## src/rtl/booth_mul_arbiter_if.sv

```systemverilog
// Requester / multiplier / response bundle for booth_mul_arbiter.
// slave is the arbiter side, master is the environment (clients plus booth_mul).
interface booth_mul_arbiter_if #(
   parameter int WORD_LEN = 8,
   parameter int N_REQ    = 4
);
   logic [N_REQ-1:0]          i_req_valid;
   logic [N_REQ*WORD_LEN-1:0] i_req_multiplier;
   logic [N_REQ*WORD_LEN-1:0] i_req_multiplicand;
   logic [N_REQ-1:0]          o_req_ready;
   logic                      i_hold;
   logic [WORD_LEN-1:0]       o_mul_multiplier;
   logic [WORD_LEN-1:0]       o_mul_multiplicand;
   logic [2*WORD_LEN-1:0]     i_mul_result;
   logic [N_REQ-1:0]          o_rsp_valid;
   logic [2*WORD_LEN-1:0]     o_rsp_result;
   logic                      o_busy;

   modport slave (
      input  i_req_valid, i_req_multiplier, i_req_multiplicand, i_hold, i_mul_result,
      output o_req_ready, o_mul_multiplier, o_mul_multiplicand, o_rsp_valid, o_rsp_result,
             o_busy
   );

   modport master (
      output i_req_valid, i_req_multiplier, i_req_multiplicand, i_hold, i_mul_result,
      input  o_req_ready, o_mul_multiplier, o_mul_multiplicand, o_rsp_valid, o_rsp_result,
             o_busy
   );
endinterface

```

## src/rtl/booth_mul_arbiter.sv

```systemverilog
// Round-robin sharing of one pipelined booth_mul among N_REQ requesters.
// One pair issued per cycle; an owner tag travels alongside the multiplier
// pipeline so each product is steered back to the requester that issued it.
module booth_mul_arbiter #(
   parameter int WORD_LEN    = 8,
   parameter int N_REQ       = 4,
   parameter int MUL_LATENCY = 2
) (
   input  logic                 i_clk,
   input  logic                 i_rst,
   booth_mul_arbiter_if.slave   bus
);
   localparam int             PTR_W   = (N_REQ > 1) ? $clog2(N_REQ) : 1;
   localparam logic [PTR_W:0] N_REQ_W = (PTR_W+1)'(N_REQ);
   localparam logic [PTR_W-1:0] LAST  = PTR_W'(N_REQ - 1);

   logic [PTR_W-1:0]                    ptr_q, ptr_d;
   logic                                grant_found;
   logic [PTR_W-1:0]                    grant_idx;
   logic [PTR_W:0]                      cand;
   logic                                hs;
   logic [N_REQ-1:0]                    ready;
   logic [WORD_LEN-1:0]                 mplier_q, mcand_q;
   logic [MUL_LATENCY:0]                tag_vld_q;
   logic [MUL_LATENCY:0][PTR_W-1:0]     tag_idx_q;
   logic [N_REQ-1:0]                    rsp_vld_q;
   logic [2*WORD_LEN-1:0]               rsp_res_q;

   // First valid requester at or after ptr, wrapping around
   always_comb begin
      grant_found = 1'b0;
      grant_idx   = '0;
      cand        = '0;
      for (int i = 0; i < N_REQ; i++) begin
         cand = {1'b0, ptr_q} + (PTR_W+1)'(i);
         if (cand >= N_REQ_W) cand = cand - N_REQ_W;
         if (!grant_found && bus.i_req_valid[cand[PTR_W-1:0]]) begin
            grant_found = 1'b1;
            grant_idx   = cand[PTR_W-1:0];
         end
      end
   end

   // Grant is suppressed while held or in reset; ready only ever rises on a valid lane
   always_comb begin
      ready = '0;
      hs    = grant_found && !bus.i_hold && !i_rst;
      if (hs) ready[grant_idx] = 1'b1;
   end

   // Pointer moves just past the winner, holds otherwise
   always_comb begin
      ptr_d = ptr_q;
      if (hs) ptr_d = (grant_idx == LAST) ? '0 : grant_idx + PTR_W'(1);
   end

   // Pointer and operand registers feeding the multiplier
   always_ff @(posedge i_clk) begin
      if (i_rst) begin
         ptr_q    <= '0;
         mplier_q <= '0;
         mcand_q  <= '0;
      end else begin
         ptr_q <= ptr_d;
         if (hs) begin
            mplier_q <= bus.i_req_multiplier[grant_idx*WORD_LEN +: WORD_LEN];
            mcand_q  <= bus.i_req_multiplicand[grant_idx*WORD_LEN +: WORD_LEN];
         end
      end
   end

   // Owner tags shadow the multiplier pipeline; the tail lines up with i_mul_result
   always_ff @(posedge i_clk) begin
      if (i_rst) begin
         tag_vld_q <= '0;
         tag_idx_q <= '0;
      end else begin
         tag_vld_q[0] <= hs;
         tag_idx_q[0] <= grant_idx;
         for (int s = 1; s <= MUL_LATENCY; s++) begin
            tag_vld_q[s] <= tag_vld_q[s-1];
            tag_idx_q[s] <= tag_idx_q[s-1];
         end
      end
   end

   // Capture the product for the tail owner; result holds between responses
   always_ff @(posedge i_clk) begin
      if (i_rst) begin
         rsp_vld_q <= '0;
         rsp_res_q <= '0;
      end else if (tag_vld_q[MUL_LATENCY]) begin
         rsp_vld_q <= N_REQ'(1) << tag_idx_q[MUL_LATENCY];
         rsp_res_q <= bus.i_mul_result;
      end else begin
         rsp_vld_q <= '0;
      end
   end

   assign bus.o_req_ready        = ready;
   assign bus.o_mul_multiplier   = mplier_q;
   assign bus.o_mul_multiplicand = mcand_q;
   assign bus.o_rsp_valid        = rsp_vld_q;
   assign bus.o_rsp_result       = rsp_res_q;
   assign bus.o_busy             = (|tag_vld_q) | (|rsp_vld_q);
endmodule

```

## src/flat_wrapper.sv

```systemverilog
// flat-port wrapper written by rule: the top's interface ports become plain ports
module booth_mul_arbiter_flat 
#(
   parameter int WORD_LEN    = 8,
   parameter int N_REQ       = 4,
   parameter int MUL_LATENCY = 2
)
  (i_clk, i_rst, bus_i_req_valid, bus_i_req_multiplier, bus_i_req_multiplicand, bus_i_hold, bus_i_mul_result, bus_o_req_ready, bus_o_mul_multiplier, bus_o_mul_multiplicand, bus_o_rsp_valid, bus_o_rsp_result, bus_o_busy);
  booth_mul_arbiter_if #(.WORD_LEN(WORD_LEN), .N_REQ(N_REQ)) bus_i ();
  input  logic i_clk;
  input  logic i_rst;
  input wire logic [$bits(bus_i.i_req_valid)-1:0] bus_i_req_valid;
  input wire logic [$bits(bus_i.i_req_multiplier)-1:0] bus_i_req_multiplier;
  input wire logic [$bits(bus_i.i_req_multiplicand)-1:0] bus_i_req_multiplicand;
  input wire logic [$bits(bus_i.i_hold)-1:0] bus_i_hold;
  input wire logic [$bits(bus_i.i_mul_result)-1:0] bus_i_mul_result;
  output wire logic [$bits(bus_i.o_req_ready)-1:0] bus_o_req_ready;
  output wire logic [$bits(bus_i.o_mul_multiplier)-1:0] bus_o_mul_multiplier;
  output wire logic [$bits(bus_i.o_mul_multiplicand)-1:0] bus_o_mul_multiplicand;
  output wire logic [$bits(bus_i.o_rsp_valid)-1:0] bus_o_rsp_valid;
  output wire logic [$bits(bus_i.o_rsp_result)-1:0] bus_o_rsp_result;
  output wire logic [$bits(bus_i.o_busy)-1:0] bus_o_busy;
  assign bus_i.i_req_valid = bus_i_req_valid;
  assign bus_i.i_req_multiplier = bus_i_req_multiplier;
  assign bus_i.i_req_multiplicand = bus_i_req_multiplicand;
  assign bus_i.i_hold = bus_i_hold;
  assign bus_i.i_mul_result = bus_i_mul_result;
  assign bus_o_req_ready = bus_i.o_req_ready;
  assign bus_o_mul_multiplier = bus_i.o_mul_multiplier;
  assign bus_o_mul_multiplicand = bus_i.o_mul_multiplicand;
  assign bus_o_rsp_valid = bus_i.o_rsp_valid;
  assign bus_o_rsp_result = bus_i.o_rsp_result;
  assign bus_o_busy = bus_i.o_busy;
  booth_mul_arbiter #(.WORD_LEN(WORD_LEN), .N_REQ(N_REQ), .MUL_LATENCY(MUL_LATENCY)) u_core (.i_clk(i_clk), .i_rst(i_rst), .bus(bus_i));
endmodule
```

## config.mk

```make
export PLATFORM = sky130hd
export DESIGN_NAME = booth_mul_arbiter_flat
export DESIGN_NICKNAME = d
export VERILOG_FILES = /design/src/rtl/booth_mul_arbiter_if.sv /design/src/rtl/booth_mul_arbiter.sv /design/src/flat_wrapper.sv
export SDC_FILE = /design/constraint.sdc
export NUM_CORES = 1
export LEC_CHECK = 0
export CAP_MARGIN = 20
export CORE_MARGIN = 2
export CORE_UTILIZATION = 40
export DETAILED_ROUTE_END_ITERATION = 10
export HOLD_SLACK_MARGIN = 0.15
export PLACE_DENSITY = 0.87
export SLEW_MARGIN = 20
export SYNTH_ARGS = -nofsm -noshare
export SYNTH_HDL_FRONTEND = slang
export SYNTH_SLANG_ARGS = --single-unit
```

## constraint.sdc

```tcl
create_clock -name i_clk -period 4.91 [get_ports i_clk]
set_clock_uncertainty 0.05 [all_clocks]
set_input_delay 0.491 -clock i_clk [delete_from_list [all_inputs] [get_ports i_clk]]
set_output_delay 0.491 -clock i_clk [all_outputs]
set_load 0.02 [all_outputs]
```

; Word-level counts from Yosys, hierarchy flattened
; Index checks and enable logic that the tools add are counted.
[classes]
addsub = 8
n_lt_le_gt_ge = 10
eq_ne = 1
shift = 3
mux = 24
bitwise = 2
reduce_logical = 14
[op_table]
columns = cell, n
row1 = indexed part select 32 x 6 -> 8 bit, 2
row2 = two-way mux 2 bit, 9
row3 = less-than comparator 2 x 3 -> 1 bit (second input constant), 5
row4 = >= comparator 3 bit (second input constant), 3
row5 = two-way mux 1 bit, 9
row6 = binary-select mux 1 bit (select 2 bit), 4
row7 = subtractor 2 x 1 -> 2 bit (second input constant), 4
row8 = adder 2 x 2 -> 3 bit (second input constant), 2
row9 = logical AND 1 bit, 6
row10 = logical NOT 1 bit, 5
row11 = two-way mux 4 bit, 1
row12 = OR reduction 4 bit, 1
row13 = left shift 1 x 2 -> 4 bit (first input constant), 1
row14 = adder 2 x 1 -> 3 bit (second input constant), 1
row15 = >= comparator 2 x 3 -> 1 bit (second input constant), 1
row16 = OR reduction 3 bit, 1
row17 = adder 2 x 1 -> 2 bit (second input constant), 1
row18 = demux 1 bit (select 2 bit), 1
row19 = equality test 2 bit (second input constant), 1
row20 = >= comparator 2 x 1 -> 1 bit (second input constant), 1
row21 = OR reduction 2 bit, 1
row22 = inverter 1 bit, 1
row23 = OR 1 bit, 1
[word_totals]
regBits = 47
inputBits = 87
output_inout_bits = 41
word_cells = 71

; Logic depth before layout (Yosys ltp)
; Gate-level depths: netlist of the first run.
[depth]
depth_word = 19
depth_mapped = 6
ltp_nobuf = 5

; Worst setup path after synthesis of the first run
; Ideal clock, no wire load.
[synth_path]
path_type = input to output
start = input port bus_i_req_valid[1]
end = output port bus_o_req_ready[1]
arrival_time_ns = 1.662
required_time_ns = 4.369
setup_slack_ns = 2.707
path_stages = 5
n_path_buf = 0
cell_sequence = and2b_1 > a221o_1 > nand2_1 > nand2_1 > nor3_1
[synth_via]
elab_chain_len = 17
word_cells_on_any_way = 30
classes_between = 2 x order compare / 19 x mux / 9 x reduce/logical
[synth_lines]
columns = element, line
row1 = from (decl), flat_wrapper.sv:12  ; input wire logic [$bits(bus_i.i_req_valid)-1:0] bus_i_req_valid;
row2 = binary-select mux 1 bit (select 2 bit), booth_mul_arbiter.sv:37  ; if (!grant_found && bus.i_req_valid[cand[PTR_W-1:0]]) begin
row3 = two-way mux 1 bit (not written as such), booth_mul_arbiter.sv:37
row4 = two-way mux 1 bit, booth_mul_arbiter.sv:37
row5 = logical NOT 1 bit, booth_mul_arbiter.sv:37
row6 = logical AND 1 bit, booth_mul_arbiter.sv:37
row7 = two-way mux 1 bit, booth_mul_arbiter.sv:37
row8 = logical NOT 1 bit, booth_mul_arbiter.sv:37
row9 = logical AND 1 bit, booth_mul_arbiter.sv:37
row10 = two-way mux 1 bit, booth_mul_arbiter.sv:37
row11 = logical NOT 1 bit, booth_mul_arbiter.sv:37
row12 = logical AND 1 bit, booth_mul_arbiter.sv:37
row13 = two-way mux 2 bit, booth_mul_arbiter.sv:37
row14 = less-than comparator 2 x 3 -> 1 bit (not written as such) or >= comparator 2 x 1 -> 1 bit (tied branches), booth_mul_arbiter.sv:48  ; if (hs) ready[grant_idx] = 1'b1;
row15 = logical AND 1 bit (not written as such), booth_mul_arbiter.sv:48
row16 = two-way mux 1 bit (not written as such), booth_mul_arbiter.sv:48
row17 = demux 1 bit (select 2 bit), -
row18 = two-way mux 4 bit *, booth_mul_arbiter.sv:48
row19 = to (decl), flat_wrapper.sv:17  ; output wire logic [$bits(bus_i.o_req_ready)-1:0] bus_o_req_ready;
; Mark *: on every way between the ends. The rest lies on a longest branch, timed or not. The select of a mux whose other input is x is not followed.

; Final worst setup path of the first run
[layout_path]
start = input port bus_i_req_valid[3]
end = output port bus_o_req_ready[3]
; Same word-level chain as after synthesis.

==> results.py, run 1 <==
metrics = {
    "layout": {
        "syn_to_final_growth_pct": 64.7,
        "fillers": 429,
        "nNetsFinal": 425,
        "drive_above_1_share_pct": 5.60,
        "diodes": 0,
    },
    "global_routing": {
        "antenna_found_initial": 0,
        "grtUsageTotal_pct": 20.1,
        "grt_pass1_vias": 2082,
        "grt_first_pass_wirelength_um": 9600,
        "grt.overflow.total": 0,
        "grt_max_degree": 40,
    },
    "clocking": {
        "cts.reportedPaths.clkPinSlew_ns": 0.09,
        "cts_setup_buffers": 0,
        "cts_tree": "built",
        "root_buffer": "clkbuf_8",
        "h-tree-depth": 2,
        "cts.sinks": 47,
        "clockBufferDepth": 2,
        "clk-insertion-delay-late_ns": 0.29,
        "postCtsHoldBufs": 0,
        "cts_buffers": 5,
        "cts_resized": 0,
    },
    "min_path": {
        "hp-class": "register to register",
        "min_to": "u_core.tag_idx_q[5]",
        "whs_path_depth": 1,
        "worstHoldStart": "u_core.tag_idx_q[3]",
    },
    "routing": {
        "drc": 0,
        "via_per_inst": 4.95,
        "wl_per_cell_um": 14.3,
        "drt-initial-drc-count": 46,
        "routed_wl_um": 5860,
        "ant_nets": 0,
        "routed-via-count": 2023,
        "dr.pass1.iters": 4,
    },
    "critical_path": {
        "max_stage_delay_ns": 0.64,
        "cpMostUsedCell": "clkdlybuf4s50_1",
        "worstSetupEndpointType": "output port",
        "worstSetupPathType": "input port to output port",
        "r2r-end": "u_core.bus.o_mul_multiplicand[6]",
        "r2r_setup_slack_ns": 2.67,
        "required_ns": 4.37,
        "reg2regPathDepth": 6,
        "worstReg2RegStart": "u_core.ptr_q[1]",
        "critPathSlowestCell": "clkdlybuf4s50_1",
        "critical_path.cell_chain": "clkdlybuf4s50_1 > nor4_1 > nor3_2 > buf_4 > nand3_1 > nor2_1 > clkdlybuf4s50_1",
        "crit_fanout": 20,
        "arrival_ns": 2.97,
        "critPathLaunchType": "input port",
    },
    "yosys": {
        "synthesis.area_um2": 2140,
        "synthXorXnorAreaFrac_pct": 0.409,
        "ys_ff_latch": 47,
        "synthesis.nets": 301,
        "syn_area_per_cell_um2": 10.0,
        "synth_compound_area_share_pct": 11.9,
        "synth_area_leaders": "dfxtp_1, mux2i_1, nor2b_1, nor2_1, o22ai_1",
        "synthMuxAreaShare_pct": 23.6,
        "yosys_warnings": 0,
        "synthesis.instances": 214,
        "synth_top_family_by_area": "multiplexers",
        "synth.distinct_cells": 35,
        "synth_top_area_share_pct": 43.9,
        "yosys.area_share.simple_pct": 15.3,
        "yosys.area_share.adder_pct": 0,
        "yosys.area.top_type": "dfxtp_1",
        "yosysSeqAreaShare_pct": 43.9,
    },
    "die": {
        "dieArea_um2": 5960,
        "num_io_pins": 128,
        "die_h_um": 77.2,
        "row_count": 26,
        "die_w_um": 77.2,
        "coreArea_um2": 5140,
        "initial_core_util_pct": 41.7,
    },
    "sta": {
        "post-route-min-period_ns": 3.51,
        "finalSetupViolations": 0,
        "finalMaxSlewViolations": 0,
        "fmax_mhz": 285,
        "finalCritPeriodShare_pct": 71.6,
        "worstMarginPinSlew_ns": 0.985,
        "rsz0062_at_grt": "false",
        "slew-limit-headroom_pct": 34.2,
        "finalHoldViolCount": 0,
        "tns_ns": 0,
    },
    "pwr": {
        "intPower_w": 0.000666,
        "switching_share_pct": 27.4,
        "irDropWorstVdd_uv": 121,
        "power.switching_w": 0.000251,
        "leakagePower_nw": 1.36,
        "combPwrFrac_pct": 27.5,
        "finalPower_w": 0.000916,
        "p_per_area_nw_per_um2": 260,
        "pwr-share-seq_pct": 45.7,
        "clockPowerShare_pct": 26.8,
    },
    "run": {
        "maxCapViolCount": 0,
    },
    "placement": {
        "gp_congestion": 0.767,
        "dpl.hpwl_um": 4570,
        "portBuffers": 127,
    },
    "status": {
        "status": "completed",
    },
}
## cells by family (layout without fill, tap and decap cells)
logic type | Yosys count | in the layout
AO/OA/AOI/OAI | 37 | 37
XOR/XNOR | 1 | 1
buffers and inverters | 14 | 139
flip-flops | 47 | 47
multiplexers | 49 | 49
AND/OR/NAND/NOR | 66 | 66
## metal layers
layer  vias up  routed length [µm]  track usage (%)
met2        97                2930             35.4
met4         0                 121             7.50
li1       1008                   -                -
met3        15                 398             5.06
met5         -                   0                0
met1       903                2410             23.3
## cell usage after synthesis (all sizes together)
cell and number:
nor4 2, nand2 9, o22ai 11, nor3 3, o21ai 2, mux2i 37
mux2 12, and3 1, nand2b 1, a221o 1, a21oi 12, a22oi 1
o21bai 1, a211oi 2, o221ai 5, inv 1, nor3b 1, and2b 1
or3b 1, nor2b 19, nand3 1, and3b 1, buf 8, clkbuf 5
dfxtp 47, nor2 26, a21boi 2, xor2 1
## power by group through the flow
| stage | Combinational, W | Sequential, W | Clock (W) |
|---|---|---|---|
| 2_1_floorplan | 0.000108 | 0.000448 | 0 |
| 3_3_place_gp | 0.000248 | 0.000427 | 0 |
| 3_5_place_dp | 0.000252 | 0.000428 | 0 |
| 4_1_cts | 0.000254 | 0.000419 | 0.000249 |
| 5_1_grt | 0.000270 | 0.000422 | 0.000269 |
| 6_report | 0.000252 | 0.000419 | 0.000245 |
## flip-flops by register name (all words and copies together), names as in the netlist
| register | cells |
|---|---|
| u_core.bus.o_rsp_valid | 4 |
| u_core.tag_idx_q | 6 |
| u_core.ptr_q | 2 |
| u_core.bus.o_mul_multiplicand | 8 |
| u_core.bus.o_rsp_result | 16 |
| u_core.bus.o_mul_multiplier | 8 |
| u_core.tag_vld_q | 3 |
## worst max-delay path by stage
stage	start	to	slack (ns)	cells after the start
global placement	bus_i_req_valid[3]	bus_o_req_ready[3]	1.44	7
finish	bus_i_req_valid[3]	bus_o_req_ready[3]	1.40	7
floorplan	bus_i_req_valid[1]	bus_o_req_ready[1]	2.71	5
CTS	bus_i_req_valid[3]	bus_o_req_ready[3]	1.38	7
global route	bus_i_req_valid[3]	bus_o_req_ready[2]	1.23	7
detailed placement	bus_i_req_valid[3]	bus_o_req_ready[3]	1.38	7
## layout by cell type (no fill, tap or decap), drive strengths merged
master | netlist | final
a21boi | 2 | 2
mux2i | 37 | 37
a221o | 1 | 1
clkbuf | 5 | 6
nor2 | 26 | 26
and3b | 1 | 1
o21bai | 1 | 1
nor2b | 19 | 19
and2b | 1 | 1
inv | 1 | 1
or3b | 1 | 1
o221ai | 5 | 5
mux2 | 12 | 12
a211oi | 2 | 2
clkinv | 0 | 1
o22ai | 11 | 11
and3 | 1 | 1
nand2b | 1 | 1
clkdlybuf4s50 | 0 | 127
a21oi | 12 | 12
a22oi | 1 | 1
o21ai | 2 | 2
nor4 | 2 | 2
dfxtp | 47 | 47
nor3 | 3 | 3
nand2 | 9 | 9
xor2 | 1 | 1
buf | 8 | 3
nand3 | 1 | 1
nor3b | 1 | 1
clkinvlp | 0 | 1
## stage by stage
step	std cells	setup WS (ns)	utilization (%)	hold slack [ns]	area, µm²
floorplan	214	2.71	-	0.364	2140
global placement	401	1.44	66.7	0.368	3430
detailed placement	401	1.38	66.7	0.376	3430
CTS	409	1.38	68.6	0.396	3530
global route	409	1.23	68.6	0.408	3530
finish	409	1.40	68.6	0.392	3530
## worst max-delay path, delay by kind of cell
| kind | cells | cell delay [ns] |
|---|---|---|
| buffers and inverters | 3 | 1.46 |
| and+or+nand+nor | 4 | 1.02 |
## layout make-up
type / instances / area [µm²] / area share, %
multi-input cells: 153 / 1100 / 31.3
clock buffers: 6 / 82.6 / 2.34
clock inverters: 2 / 16.3 / 0.461
flip-flops and latches: 47 / 941 / 26.7
repair buffers: 130 / 1290 / 36.7
inverters: 1 / 3.75 / 0.106
well taps: 70 / 87.6 / 2.48
Note: power is estimated with default switching activity, not from simulation.
==> run 2: changes to the inputs <==
--- a/config.mk
+++ b/config.mk
@@ -7,10 +7,10 @@
 export LEC_CHECK = 0
 export CAP_MARGIN = 20
 export CORE_MARGIN = 2
-export CORE_UTILIZATION = 40
+export CORE_UTILIZATION = 37
 export DETAILED_ROUTE_END_ITERATION = 10
 export HOLD_SLACK_MARGIN = 0.15
-export PLACE_DENSITY = 0.87
+export PLACE_DENSITY = 0.81
 export SLEW_MARGIN = 20
 export SYNTH_ARGS = -nofsm -noshare
 export SYNTH_HDL_FRONTEND = slang
==> constraint.sdc (replaced) <==
create_clock -name i_clk -period 3.4 [get_ports i_clk]
set_clock_uncertainty 0.05 [all_clocks]
set_input_delay 0.34 -clock i_clk [delete_from_list [all_inputs] [get_ports i_clk]]
set_output_delay 0.34 -clock i_clk [all_outputs]
set_load 0.02 [all_outputs]
==> run 2 against run 1 <==
- die area rose by 7.7%
- utilization decreased by 4.3 points
- first-iteration DRC count grew 48%
- sequential share of layout area decreased by 0.29 points
- routed wire length up 0.82%
- clock power increased by 66%
- hold slack lost 0.0012 ns
- combinational power grew 45%
- register-to-register slack worse by 1.6 ns
- sequential cell count unchanged
- setup slack worse by 0.90 ns
- critical endpoint is now bus_o_req_ready[1]
- critical path depth did not move
==> results.py, run 2 (synthesis results as in run 1) <==
metrics = {
    "layout": {
        "nNetsFinal": 428,
        "fin_util_pct": 64.4,
        "diodes": 0,
        "syn_to_final_growth_pct": 66.5,
        "final_common_cell": "clkdlybuf4s50_1",
        "fillers": 501,
        "largest_reg_flops": 16,
        "final_cell_mix": "clkdlybuf4s50_1, dfxtp_1, mux2i_1",
        "drive_above_1_share_pct": 6.43,
    },
    "clocking": {
        "cts_tree": "built",
        "cts_setup_buffers": 0,
        "cts.sinks": 47,
        "cts_resized": 0,
        "h-tree-depth": 2,
        "clockBufferDepth": 2,
        "cts_buffers": 5,
        "clk-insertion-delay-late_ns": 0.29,
        "postCtsHoldBufs": 0,
        "root_buffer": "clkbuf_8",
        "cts.reportedPaths.clkPinSlew_ns": 0.09,
    },
    "global_routing": {
        "grt_max_degree": 40,
        "grt_first_pass_wirelength_um": 9270,
        "gr-usage-met3_pct": 7.30,
        "grt_pass1_vias": 2045,
        "antenna_found_initial": 0,
        "grt_util_met2_pct": 32.5,
        "grt.overflow.total": 0,
        "top_usage_layer": "met2",
        "use_met1_pct": 20.2,
        "grtUsageTotal_pct": 18.3,
    },
    "die": {
        "dieArea_um2": 6410,
        "num_io_pins": 128,
        "row_count": 27,
        "initial_core_util_pct": 38.7,
        "coreArea_um2": 5540,
        "die_h_um": 80.1,
        "die_w_um": 80.1,
    },
    "routing": {
        "drc": 0,
        "routed_wl_um": 5910,
        "wl_per_cell_um": 14.3,
        "dr.pass1.iters": 4,
        "routed-via-count": 2052,
        "drt-initial-drc-count": 68,
        "via_per_inst": 4.96,
        "ant_nets": 0,
    },
    "critical_path": {
        "worstSetupPathType": "input port to output port",
        "critPathLaunchType": "input port",
        "reg2regPathDepth": 6,
        "required_ns": 3.01,
        "worstSetupEndpointType": "output port",
        "arrival_ns": 2.52,
        "crit_fanout": 6,
    },
    "sta": {
        "post-route-min-period_ns": 2.91,
        "fmax_mhz": 344,
        "finalHoldViolCount": 0,
        "slew-limit-headroom_pct": 60.5,
        "worstMarginPinSlew_ns": 0.593,
        "whs_ns": 0.391,
        "finalCritPeriodShare_pct": 85.5,
        "final.setup.worst_slack_ns": 0.493,
        "rsz0062_at_grt": "false",
        "tns_ns": 0,
        "finalSetupViolations": 0,
        "finalMaxSlewViolations": 0,
    },
    "min_path": {
        "hp-class": "register to register",
        "whs_path_depth": 1,
    },
    "pwr": {
        "irDropWorstVdd_uv": 240,
        "p_per_area_nw_per_um2": 385,
        "leakagePower_nw": 1.39,
    },
    "run": {
        "maxCapViolCount": 0,
    },
    "placement": {
        "dpl.hpwl_um": 4590,
        "post-place-ws_ns": 0.501,
        "gp_congestion": 0.811,
        "portBuffers": 127,
    },
    "status": {
        "status": "completed",
    },
}
==> run 2: per-layer routing <==
layer,wire length [µm],vias to the layer above
li1,-,1012
met1,2230,934
met2,2990,98
met3,623,8
met4,62,0
met5,0,-
==> run 2: stage by stage <==
step | total power [W] | instance area (µm²) | cells
finish | 0.00137 | 3570 | 414
global route | 0.00144 | 3570 | 414
CTS | 0.00139 | 3570 | 414
detailed placement | 0.000982 | 3450 | 406
global placement | 0.000975 | 3450 | 406
floorplan | 0.000803 | 2140 | 214
==> run 2: area by class of cell <==
type | count | area [µm²] | share of cell area, %
Timing Repair Buffer | 133 | 1320 | 36.9
Clock inverter | 3 | 43.8 | 1.23
Inverter | 1 | 3.75 | 0.105
Sequential cell | 47 | 941 | 26.4
Tap cell | 72 | 90.1 | 2.53
Clock buffer | 5 | 68.8 | 1.93
Multi-Input combinational cell | 153 | 1100 | 30.9
==> run 2: report_power, final <==
group          total, W  leakage [nW]  internal [W]  switching [W]
Clock          0.000406        0.0581      0.000219       0.000187
Combinational  0.000365         0.945      0.000212       0.000153
Sequential     0.000603         0.385      0.000585      0.0000180
Total           0.00137          1.39       0.00102       0.000358
==> run 2: path summary, 6_finish.rpt <==
path,start,end,slack [ns]
worst max-delay path,bus_i_req_valid[1],bus_o_req_ready[1],0.49
worst min-delay path,u_core.tag_idx_q[3],u_core.tag_idx_q[5],0.39
worst max register to register,u_core.ptr_q[1],u_core.bus.o_mul_multiplicand[5],1.06
worst min register to register,u_core.tag_idx_q[3],u_core.tag_idx_q[5],0.39
==> run 2: worst max-delay path, cell delays in order <==
cell and delay [ns]:
clkdlybuf4s50_1 0.55, and2b_1 0.21, a221o_1 0.33, nand2_1 0.12, nand2_1 0.17, nor3_1 0.17, clkdlybuf4s50_1 0.63
==> patch 1: new RTL, flow settings as in run 2 <==
`N_REQ` is set to 4 in 3 places; all go to 8.
--- a/src/rtl/booth_mul_arbiter_if.sv
+++ b/src/rtl/booth_mul_arbiter_if.sv
@@ -3,5 +3,5 @@
 interface booth_mul_arbiter_if #(
    parameter int WORD_LEN = 8,
-   parameter int N_REQ    = 4
+   parameter int N_REQ    = 8
 );
    logic [N_REQ-1:0]          i_req_valid;
--- a/src/rtl/booth_mul_arbiter.sv
+++ b/src/rtl/booth_mul_arbiter.sv
@@ -4,5 +4,5 @@
 module booth_mul_arbiter #(
    parameter int WORD_LEN    = 8,
-   parameter int N_REQ       = 4,
+   parameter int N_REQ       = 8,
    parameter int MUL_LATENCY = 2
 ) (
--- a/src/flat_wrapper.sv
+++ b/src/flat_wrapper.sv
@@ -3,5 +3,5 @@
 #(
    parameter int WORD_LEN    = 8,
-   parameter int N_REQ       = 4,
+   parameter int N_REQ       = 8,
    parameter int MUL_LATENCY = 2
 )
Interface: changed (5 resized); port bits go from 128 to 204. The function was not compared with the original's and may differ.
==> patch 1 against run 2 <==
The flow now finishes with violations (negative setup slack); sequential share of layout area fell by 11 points; final cell count rose by 89%; total power rose to 5.1 times the old value; design area rose by 110%; clock power is 2% lower; setup slack got worse by 690 ps; routed wire length is 140% higher; area after synthesis up 87%; first-iteration DRC count grew to 2.5 times the old value; sequential cell count increased by 8; largest cell class is now multi-input gates; highest routed layer unchanged.
==> patch 1: results (changes against run 2) <==
status=finished with violations; failing checks=negative setup slack; compound-gate portion of the synthesized area=9.396% (-2.5 points); post-synthesis xor/xnor area fraction=0.6577% (+0.25 points); DP Wirelength=10,360 um (+130%); Sw Share=39.72% (+14 points); Total Routed Length=14,400 um (+140%); DRT iter0 DRCs=170 (+150%); post-synthesis mux area share=40.71% (+17 points); pre-CTS setup slack=-588.4 ps (-1089 ps); Vias=4,097 (+100%); Final TNS setup=-2051 ps (-2051 ps); Avg Cell Area, Syn=10.11 um^2 (+1.0%); number of global-route vias before repair=4,249 (+110%); Clock Latency Late Sink=310 ps (+20 ps); share of cells above drive strength 1=25.81% (+19 points); met1 Resource Use GR=26.69% (+6.5 points); first-pass GRT wire length=21,070 um (+130%); GP Congestion=0.8441 (+4.1%); Worst Slack Setup Final=-196.3 ps (-689.7 ps); Slew @ Worst Pin=509.3 ps (-83.52 ps); WL met1=5434 um (+140%); met2 WL post-DR=7954 um (+170%); Netlist cell types=50 (+43%); vias per cell=5.232 (+5.6%); I/O Buffers=203 (+60%); top cells by area in the synthesized netlist=mux2i_1 (31%), dfxtp_1 (28%), mux4_2 (5.6%), a221o_1 (4.0%), nor3b_1 (3.9%); GRT Overall Usage=23.00% (+4.7 points); Min Hold Slack=395.9 ps (+5.071 ps); Final Setup Violations=23 (+23); FF-to-FF setup slack=-90 ps (-1150 ps); Seq/Total Area, Yosys=27.56% (-16 points); Final #Nets=803 (+88%); seq pwr=0.802 mW (+33%); slowest stage cell, crit path=dfxtp_4; critical path fanouts, max=7 (+1); clock-pin slew on the worst setup and hold paths=110 ps (+20 ps); P_leak=3.049 nW (+120%); VDD IR max=0.0006374 V (+170%)
patch 1: cell types whose count changed after synthesis, sizes merged, moves of 5 or more:
cell and change:
mux2i +86, nor3b +20, a221o +15, buf +15, mux4 +12, dfxtp +8
o22ai -8, a21oi -7, nor3 +7, clkbuf +5, inv +5, nand2b +5
patch 1: area by class of cell:
type	count	share of cell area (%)
multi-input combinational	301	40.73
timing repair buffer	277	40.24
sequential	55	14.98
tap	136	2.305
clock buffer	5	0.9322
inverter	6	0.4407
clock inverter	3	0.3729
patch 1: worst paths after layout:
| check | to | depth (start not counted) | startpoint |
|---|---|---|---|
| hold reg to reg | u_core.tag_idx_q[7] | 1 | u_core.tag_idx_q[4] |
| setup / recovery | bus_o_req_ready[6] | 12 | u_core.ptr_q[0] |
| hold / removal | u_core.tag_idx_q[7] | 1 | u_core.tag_idx_q[4] |
| setup reg to reg | u_core.bus.o_mul_multiplier[6] | 14 | u_core.ptr_q[1] |
==> patch 2: new RTL, settings of run 2 <==
Made on the original files. Make the reset (`i_rst`) asynchronous in 3 clocked blocks.
--- a/src/rtl/booth_mul_arbiter.sv
+++ b/src/rtl/booth_mul_arbiter.sv
@@ -56,5 +56,5 @@
 
    // Pointer and operand registers feeding the multiplier
-   always_ff @(posedge i_clk) begin
+   always_ff @(posedge i_clk or posedge i_rst) begin
       if (i_rst) begin
          ptr_q    <= '0;
@@ -71,5 +71,5 @@
 
    // Owner tags shadow the multiplier pipeline; the tail lines up with i_mul_result
-   always_ff @(posedge i_clk) begin
+   always_ff @(posedge i_clk or posedge i_rst) begin
       if (i_rst) begin
          tag_vld_q <= '0;
@@ -86,5 +86,5 @@
 
    // Capture the product for the tail owner; result holds between responses
-   always_ff @(posedge i_clk) begin
+   always_ff @(posedge i_clk or posedge i_rst) begin
       if (i_rst) begin
          rsp_vld_q <= '0;
Check against the original RTL: differs if i_rst is asserted again (counterexample within 4 cycles, from zero or initial values and one cycle with i_rst high); with i_rst held inactive, the same outputs for 10 cycles.
==> patch 2 against run 2 <==
Count of clock-buffer cells in the layout up 1; via count is 8.9% lower; area after synthesis grew 4.1%; die area rose by 3.9%; critical endpoint is now bus_o_req_ready[3]; setup slack better by 140 ps; routed wire length is 9.4% lower; sequential cell count did not move; design area grew 2.1%; worst hold slack worse by 81 ps; global-route usage down 1.8 points.
Power is not compared: it rests on default switching activity, and its combinational part moved more than twofold at a synthesized area within 25%.
==> patch 2: results (changes against run 2) <==
Worst R2R Start=u_core.ptr_q[1]; Post-CTS Setup Inserts=0 (unchanged); routed wl met3=521 um (-16%); Seq/Total Area, Yosys=52.72% (+8.8 points); Wirelength per Cell=14.29 um (about the same); met3 Track Usage GR=5.604% (-1.7 points); vias per cell=4.987 (+0.61%); Top Metal Used=met4; Antenna Cells=0 (unchanged); Synth top cells by count=dfrtp_1 (47), mux2i_1 (33), nand2_1 (20); Worst Hold End=u_core.tag_idx_q[4]; Critical Path AT=2370 ps (-150 ps); critical path fanouts, max=19 (+13); compound-gate portion of the synthesized area=10.15% (-1.8 points); syn nets=259 (-14%); top cells by area in the synthesized netlist=dfrtp_1 (53%), mux2i_1 (15%), mux2_2 (8.1%), o221ai_2 (5.4%), nand2_1 (3.4%); DP Wirelength=4115 um (-10%); met2 Resource Use GR=31.48% (-1.0 points); Slew @ Worst Pin=932.4 ps (+339.6 ps); post-synthesis mux area share=22.88% (-0.72 points); f_max=0.3620 GHz (+5.2%); CP Capture Point=bus_o_req_ready[3]; TritonCTS Buffers=5 (unchanged); GP Congestion=0.7464 (-7.9%); number of global-route vias before repair=1,931 (-5.6%); WL met1=2007 um (-10%); Resized Gates After CTS=0 (unchanged); FF-to-FF setup slack=1340 ps (+280 ps); first-pass GRT wire length=8397 um (-9.4%); worst setup path startpoint=bus_i_req_valid[2]; Hold Crit Start=u_core.tag_idx_q[2]; Synth Flop Type=dfrtp_1; largest net degree at the start of global routing=48 (+20%); status=completed; Crit Reg-Reg Endpoint=u_core.bus.o_mul_multiplier[7]; GRT Overall Usage=16.53% (-1.8 points); Final #Nets=386 (-9.8%); pre-CTS setup slack=619.0 ps (+118.0 ps); Synth async-reset ratio=100.0% (+100 points); share of cells above drive strength 1=13.67% (+7.2 points); met2 WL post-DR=2758 um (-7.8%); met1 Resource Use GR=17.31% (-2.9 points); post-synthesis xor/xnor area fraction=0.3926% (-0.016 points); cell depth of the worst hold path=0 (-1); Netlist cell types=29 (-17%)
[patch 2: stage by stage]
step | std cells | total power [mW] | utilization [%] | hold WS (ps) | area [um^2]
2_1_floorplan | 172 | 1.224 | - | 281.2 | 2231
3_3_place_gp | 367 | 1.575 | 60.18 | 282.7 | 3542
3_5_place_dp | 367 | 1.591 | 60.18 | 291.9 | 3542
4_1_cts | 375 | 1.949 | 61.86 | 311.1 | 3641
5_1_grt | 375 | 2.039 | 61.86 | 313.6 | 3641
6_report | 375 | 1.922 | 61.86 | 310.3 | 3641
[patch 2: worst max-delay path: stages]
cell and delay [ps]:
clkdlybuf4s50_1 480, mux2i_1 170, nor2_1 80, nor3_4 300
nand2_4 230, nor2_1 150, clkdlybuf4s50_1 610
[patch 2: area by class of cell]
class	count	area, um^2
Timing Repair Buffer	131	1301
Multi-Input combinational cell	110	955.9
Tap cell	75	93.84
Inverter	4	15.01
Clock buffer	6	82.58
Fill cell	481	2245
Clock inverter	2	16.27
Sequential cell	47	1176
